`src/rtl/instr_issue_buffer.sv`:
```
// rtl/instr_issue_buffer.sv - dual-lane instruction issue buffer ahead of control_unit
module instr_issue_buffer #(
  parameter int          DEPTH     = 8,
  parameter logic [31:0] NOP_INSTR = 32'h00000013
) (
  input  logic                     clk,
  input  logic                     rst_n,
  input  logic                     fetch_valid,
  input  logic [31:0]              fetch_instr,
  output logic                     fetch_ready,
  input  logic                     flush,
  input  logic                     mode,
  input  logic                     dec_ready,
  output logic                     issue_validA,
  output logic                     issue_validB,
  output logic [31:0]              instrA,
  output logic [31:0]              instrB,
  output logic [6:0]               opcodeA,
  output logic [6:0]               opcodeB,
  output logic [2:0]               funct3A,
  output logic [2:0]               funct3B,
  output logic [6:0]               funct7A,
  output logic [6:0]               funct7B,
  output logic [$clog2(DEPTH):0]   count
);

  localparam int PW = $clog2(DEPTH);
  localparam int CW = PW + 1;

  logic [31:0]   mem [DEPTH];
  logic [PW-1:0] wr_ptr;
  logic [PW-1:0] rd_ptr;
  logic [CW-1:0] cnt;

  logic [31:0]   head;
  logic [31:0]   nxt;
  logic          push;
  logic          out_free;
  logic          head_cf;
  logic [1:0]    pop;
  logic          next_valid_a;
  logic          next_valid_b;

  // Branches and JALR redirect fetch, so they never share an issue slot.
  function automatic logic is_ctrl_flow(input logic [31:0] ins);
    return (ins[6:0] == 7'b1100011) || (ins[6:0] == 7'b1100111);
  endfunction

  assign count       = cnt;
  assign fetch_ready = (cnt != CW'(DEPTH));
  assign push        = fetch_valid && fetch_ready && !flush;
  assign head        = mem[rd_ptr];
  assign nxt         = mem[rd_ptr + PW'(1)];
  assign head_cf     = is_ctrl_flow(head);
  assign out_free    = !(issue_validA || issue_validB) || dec_ready;

  assign opcodeA = instrA[6:0];
  assign opcodeB = instrB[6:0];
  assign funct3A = instrA[14:12];
  assign funct3B = instrB[14:12];
  assign funct7A = instrA[31:25];
  assign funct7B = instrB[31:25];

  // Pop decision: how many entries leave the FIFO and which lanes become valid.
  always_comb begin
    pop          = 2'd0;
    next_valid_a = 1'b0;
    next_valid_b = 1'b0;
    if (out_free && (cnt != '0)) begin
      if (head_cf || ((cnt == CW'(1)) && !mode)) begin
        pop          = 2'd1;
        next_valid_a = 1'b1;
      end else if (cnt != CW'(1)) begin
        pop          = 2'd2;
        next_valid_a = 1'b1;
        next_valid_b = 1'b1;
      end
    end
  end

  // FIFO storage; entries are not reset, occupancy is tracked by cnt.
  always_ff @(posedge clk) begin
    if (push) begin
      mem[wr_ptr] <= fetch_instr;
    end
  end

  // Pointers, occupancy and the registered issue pair.
  always_ff @(posedge clk or negedge rst_n) begin
    if (!rst_n) begin
      wr_ptr       <= '0;
      rd_ptr       <= '0;
      cnt          <= '0;
      issue_validA <= 1'b0;
      issue_validB <= 1'b0;
      instrA       <= NOP_INSTR;
      instrB       <= NOP_INSTR;
    end else if (flush) begin
      wr_ptr       <= '0;
      rd_ptr       <= '0;
      cnt          <= '0;
      issue_validA <= 1'b0;
      issue_validB <= 1'b0;
      instrA       <= NOP_INSTR;
      instrB       <= NOP_INSTR;
    end else begin
      if (push) begin
        wr_ptr <= wr_ptr + PW'(1);
      end
      rd_ptr <= rd_ptr + PW'(pop);
      cnt    <= cnt + CW'(push) - CW'(pop);
      if (out_free) begin
        issue_validA <= next_valid_a;
        issue_validB <= next_valid_b;
        instrA       <= next_valid_a ? head : NOP_INSTR;
        instrB       <= next_valid_b ? nxt  : NOP_INSTR;
      end
    end
  end

endmodule

```
`config.mk`:
```
export PLATFORM = sky130hd
export DESIGN_NAME = instr_issue_buffer
export DESIGN_NICKNAME = d
export VERILOG_FILES = /design/src/rtl/instr_issue_buffer.sv
export SDC_FILE = /design/constraint.sdc
export NUM_CORES = 1
export LEC_CHECK = 0
export BUFFER_PORTS_ARGS = -buffer_cell sky130_fd_sc_hd__buf_2
export CAP_MARGIN = 5
export CORE_ASPECT_RATIO = 1.1
export CORE_UTILIZATION = 59
export CTS_CLUSTER_SIZE = 10
export DETAILED_ROUTE_END_ITERATION = 12
export PLACE_DENSITY = 0.86
export SLEW_MARGIN = 20
export SYNTH_ARGS = -nofsm -noshare
export SYNTH_HDL_FRONTEND = slang
export SYNTH_SLANG_ARGS = --single-unit
```
`constraint.sdc`:
```
create_clock -name clk -period 5.05 [get_ports clk]
set_input_delay 0.505 -clock clk [delete_from_list [all_inputs] [get_ports clk]]
set_output_delay 0.505 -clock clk [all_outputs]
set_load 0.005 [all_outputs]
```
=== After elaboration in Yosys (flattened, before gate mapping) ===
Memory sizes are Yosys's and may differ from the RTL's.
Cells that the tools add are included.

* RAM bits: 256
* Output and inout port bits: 105
* Memories: 1
* Bits of input ports: 38
* Flip-flop bits (word level): 76

* $add $sub $neg: 5
* Multiplexer cells: 24
* Eq/ne operators: 5
* Reduce and logical (&&, ||, !) cells: 14

{| class="wikitable"
|+ Memory list
! memory !! words !! width !! read ports !! clocked after memory_dff !! wr ports !! line !! text
|-
| mem || 8 || 32 || 2 || 0 || 1 || 30 || <nowiki>logic [31:0] mem [DEPTH];</nowiki>
|}

{| class="wikitable"
|+ Operator list
! kind !! count
|-
| $mux 32 || 6
|-
| $eq 7x7->1 const B || 2
|-
| $mux 1 || 11
|-
| $mux 3 || 3
|-
| $add 3x1->3 const B || 2
|-
| $mux 2 || 3
|-
| $add 4x1->4 || 1
|-
| $eq 4x1->1 const B || 1
|-
| $logic_and 1x1->1 || 4
|-
| $logic_or 1x1->1 || 4
|-
| $mux 4 || 1
|-
| $ne 4x1->1 const B || 1
|-
| $ne 4x4->1 const B || 1
|-
| $reduce_bool 2->1 || 2
|-
| $reduce_bool 4->1 || 1
|-
| $sub 4x2->4 || 1
|-
| $add 3x2->3 || 1
|-
| $logic_not 1->1 || 3
|}

=== Longest topological paths before layout ===
An unclocked memory read counts as a cell.

* Word-level depth: 9
* Gate-level depth with buffers: 14

=== Least setup slack after synthesis ===
OpenSTA, ideal clock, no wires.

* Path type: reg-to-reg
* Start point: register cnt[2] (netlist: count[2])
* End point: memory mem[0][0] (enable)
* Clock period less this slack: 3831 ps
* Arrival: 3370 ps
* Slack: 1219 ps
* Cell stages (with the launch flop): 7
* Setup time: 461 ps
* Cell sequence: dfrtp_1 inv_1 ha_1 nand2_1 nand3_1 or2_2 nor3_1

* Longest elaborated chain between the ends: 5

{| class="wikitable"
|+ Ends and longest elaborated chain
! what !! line !! text
|-
| start: declaration || 33 || <nowiki>logic [CW-1:0] cnt;</nowiki>
|-
| start signal: assignment || 111 || <nowiki>cnt <= cnt + CW'(push) - CW'(pop);</nowiki>
|-
| $ne 4x4->1 || 50 || <nowiki>assign fetch_ready = (cnt != CW'(DEPTH));</nowiki>
|-
| net fetch_ready || 10 || <nowiki>output logic fetch_ready,</nowiki>
|-
| $logic_and 1x1->1 (2 in a row) || 51 || <nowiki>assign push = fetch_valid && fetch_ready && !flush;</nowiki>
|-
| $mux 1 || 83 || <nowiki>if (push) begin</nowiki>
|-
| $mux 1 (not written as such) || 84 || <nowiki>mem[wr_ptr] <= fetch_instr;</nowiki>
|-
| end: declaration || 30 ||
|}

The timed path passes the listed nets, and every way through them passes these cells.

=== Final worst setup path ===
* Start point: register rd_ptr[0]
* End point: register cnt[3] (netlist: count[3])

* Longest elaborated chain between the ends: 8
* Elaborated cells between the ends (all ways): 9

{| class="wikitable"
|+ Ends and longest elaborated chain
! what !! line !! text
|-
| start: declaration || 32 || <nowiki>logic [PW-1:0] rd_ptr;</nowiki>
|-
| start signal: assignment || 110 || <nowiki>rd_ptr <= rd_ptr + PW'(pop);</nowiki>
|-
| $mem_v2 8x32 * || n/a ||
|-
| $eq 7x7->1 || 46 || <nowiki>return (ins[6:0] == 7'b1100011) || (ins[6:0] == 7'b1100111);</nowiki>
|-
| $logic_or 1x1->1 * || 46 ||
|-
| $logic_or 1x1->1 * || 70 || <nowiki>if (head_cf || ((cnt == CW'(1)) && !mode)) begin</nowiki>
|-
| $mux 2 * || 70 ||
|-
| $mux 2 * || 69 || <nowiki>if (out_free && (cnt != '0)) begin</nowiki>
|-
| $sub 4x2->4 * || 111 ||
|-
| $mux 4 * || 98 || <nowiki>end else if (flush) begin</nowiki>
|}

Every way passes the cells marked *; elsewhere a longest branch is shown, timed or not.
A chain may end at the register's enable or synchronous reset.

==> impl_metrics.csv <==
group,metric,value,unit
status,status,"completed",
die,core,0.0246,mm2
logic_synthesis,syn_area,0.0149,mm2
drt,avgViaCountPerCell,6.62,
timing,hold_violations,0,
logic_synthesis,synth.avg_cell_area,18.4,um2
drt,drt_iter0_drc,784,
logic_synthesis,synth_seq_cells,332,
global_route,grt_remaining_overflow,0,
finish,syn2layout_area_growth,13.3,%
run,max_cap_viol_count,0,
clock_tree,root_buffer,"clkbuf_16",
clock_tree,clk_latency,0.53,ns
clock_tree,cts.clk_slew.worst_paths,0.06,ns
drt,drt_pass1_iterations,5,
timing,hold-worst-slack,0.0397,ns
global_route,grt.total_usage,27.8,%
setup_path,r2r_cells,12,
clock_tree,cts_sinks,332,
hold_path,hold_class,"in -> async",
timing,setup_viol,0,
finish,nFillCells,1490,
setup_path,critical_path.max_fanout,37,
clock_tree,htree_num_levels,2,
die,dieWidth,153,um
drt,antenna_left,0,
setup_path,slowest_delay,0.81,ns
timing,fin_crit_sh,73.9,%
clock_tree,cts_hold_buffers,0,
die,ios,143,
drt,num_vias,8424,
logic_synthesis,synth-warning-count,0,
power_and_ir_drop,p_total,9.57,mW
place,hpwl,19800,um
logic_synthesis,synth_edf_count,256,
die,dieArea,0.0259,mm2
finish,final_common_cell,"edfxtp_1",
setup_path,worst_ep_required_time,5.45,ns
drt,drt_wl_total,34600,um
timing,maxSlewHeadroom,26.1,%
logic_synthesis,synthCells,810,
power_and_ir_drop,powerDensity,567,mW/mm2
timing,rsz0062_at_grt,"no",
timing,fin_crit,3.73,ns
place,place.gp.congestion,0.800,
power_and_ir_drop,vdd_ir_drop_max,0.341,mV
finish,layout-drive-gt1-share,40.5,%
global_route,antenna_found_initial,3,
logic_synthesis,async_flop_share,22.9,%
drt,drcViolationCount,0,
global_route,grt_first_pass_wirelength,52700,um
logic_synthesis,ys.flop_type,"edfxtp_1",
timing,fmax,268,MHz
logic_synthesis,syn-num-nets,860,
clock_tree,cts-resized-gates,0,
place,port_buffers,142,
global_route,grt_pass1_vias,8755,
timing,clock_skew,0.0189,ns
logic_synthesis,yosysUniqueCellTypes,43,
setup_path,critPathCaptureType,"flop",
clock_tree,postCtsSetupBuffers,0,
drt,wire_per_inst,27.2,um
timing,final_max_slew_viol_count,0,
logic_synthesis,ys_seq_area_share,64.5,%
setup_path,ff2ff_setup_slack,1.32,ns
global_route,grt_max_degree,77,
die,initial_core_util,60.5,%
clock_tree,cts_tree,"yes",
setup_path,cp_slowest_cell,"dfrtp_4",
power_and_ir_drop,p_leak,5.94,nW
setup_path,crit_path_start_kind,"flop",
timing,tightestPinTransition,1.11,ns
setup_path,critical_path_arrival,4.14,ns
clock_tree,cts_buffers,39,
clock_tree,clockBufferDepth,3,
timing,tns,0,ns
die,dieHeight,169,um
finish,final_nets,981,
setup_path,path_class,"reg -> reg",
setup_path,crit_chain,"mux4_2 -> mux2i_4 -> or4b_4 -> nor2_1 -> o221a_2 -> ha_1 -> inv_1 -> ha_1 -> a21o_1 -> a21oi_1 -> xnor2_1 -> nor2_1",
finish,layout_common_cells,"256 x edfxtp_1, 141 x buf_2, 122 x mux4_2, 67 x dfrtp_1, 65 x nand2_1",
die,rows,60,
[worst paths after layout]
| path | startpoint | end |
|---|---|---|
| worst max-delay path | rd_ptr[0]$_DFF_PN0_ | count[3]$_DFF_PN0_ |
| worst min-delay path | rst_n | instrA[5]$_DFFE_PN0P_ |
| worst max register to register | rd_ptr[0]$_DFF_PN0_ | count[3]$_DFF_PN0_ |
| worst min register to register | instrA[17]$_DFFE_PN0P_ | instrA[17]$_DFFE_PN0P_ |
| max in group asynchronous | rst_n | rd_ptr[1]$_DFF_PN0_ |
| min in group clk | fetch_instr[14] | mem[5][14]$_DFFE_PP_ |
[Yosys cell counts, types with 2 or more instances]
| cell | number | area share, % |
|---|---|---|
| o21ai_2 | 29 | 1.7 |
| mux2i_1 | 59 | 4.0 |
| nor3_1 | 4 | 0.13 |
| buf_4 | 35 | 1.8 |
| dfrtp_1 | 70 | 12 |
| inv_1 | 6 | 0.15 |
| nand3_1 | 3 | 0.10 |
| edfxtp_1 | 256 | 52 |
| mux4_2 | 122 | 18 |
| o22a_1 | 3 | 0.18 |
| a21oi_1 | 5 | 0.17 |
| o21ai_0 | 28 | 0.94 |
| xnor2_1 | 3 | 0.18 |
| nand2_1 | 65 | 1.6 |
| nor2_1 | 20 | 0.50 |
| dfstp_2 | 6 | 1.1 |
| nor2b_1 | 4 | 0.17 |
| buf_2 | 12 | 0.40 |
| buf_1 | 14 | 0.35 |
| xor2_1 | 3 | 0.18 |
| nand2b_1 | 4 | 0.17 |
| ha_1 | 10 | 0.84 |
| mux2_2 | 4 | 0.30 |
| or2_2 | 3 | 0.13 |
| clkbuf_1 | 16 | 0.40 |
| fa_1 | 2 | 0.27 |
| buf_12 | 3 | 0.40 |
| mux4_1 | 6 | 1.1 |
[power by group]
group	internal (mW)	switching (mW)
logic	1.72	1.69
registers	3.31	0.366
clock network	1.45	1.03
total	6.49	3.08
[worst max-delay path, delay by kind of cell, from the launching register on]
family                   cells  cell delay [ns]
multiplexers                 2             0.79
adder cells (fa/ha/maj)      2             0.44
AO/OA/AOI/OAI                3             0.57
AND/OR/NAND/NOR              3             0.78
flip-flops                   1             0.81
XOR/XNOR                     1             0.14
buffers and inverters        1             0.06
[cell families (layout without fill, tap and decap cells)]
logic type | Yosys count | in the layout | synth area share (%)
AO/OA/AOI/OAI | 73 | 73 | 3.48
XOR/XNOR | 6 | 6 | 0.353
adder cells (fa/ha/maj) | 12 | 12 | 1.11
buffers and inverters | 88 | 239 | 3.59
flip-flops | 332 | 332 | 64.5
multiplexers | 192 | 192 | 23.9
other | 0 | 2 | 0
AND/OR/NAND/NOR | 107 | 107 | 3.08
[final cells by class]
| class | count | area [um2] | area share (%) |
|---|---|---|---|
| tap | 310 | 388 | 2.30 |
| clock buffer | 67 | 1080 | 6.41 |
| multi-input combinational | 390 | 4860 | 28.8 |
| inverter | 6 | 22.5 | 0.133 |
| timing repair buffer | 162 | 880 | 5.21 |
| sequential | 332 | 9610 | 56.9 |
| antenna | 2 | 5.00 | 0.0297 |
| clock inverter | 4 | 31.3 | 0.185 |
[metal layers]
metal | share of wire (%) | vias to the layer above | GRT usage (%) | wire length (um)
met5 | 0.032 | - | 0 | 11
met4 | 3.5 | 2 | 12.0 | 1220
met3 | 8.2 | 99 | 5.53 | 2840
met2 | 51 | 509 | 47.2 | 17800
met1 | 37 | 4346 | 35.2 | 12700
li1 | - | 3468 | - | -
[metrics by stage]
| stage | cell area (um2) | utilization, % | worst slack [ns] | std cells |
|---|---|---|---|---|
| floorplan | 14900 | - | 1.22 | 810 |
| global placement | 15700 | 63.9 | 1.44 | 1199 |
| detailed placement | 15700 | 63.9 | 1.33 | 1199 |
| CTS | 16800 | 68.4 | 1.31 | 1270 |
| global route | 16900 | 68.5 | 1.11 | 1273 |
| finish | 16900 | 68.5 | 1.32 | 1273 |
[sequential cells by signal, indices dropped and copies added, names as in the netlist]
| signal | flops |
|---|---|
| count | 4 |
| instrA | 32 |
| instrB | 32 |
| issue_validA | 1 |
| issue_validB | 1 |
| mem | 256 |
| rd_ptr | 3 |
| wr_ptr | 3 |
No activity file was read; power rests on OpenSTA's default activity.
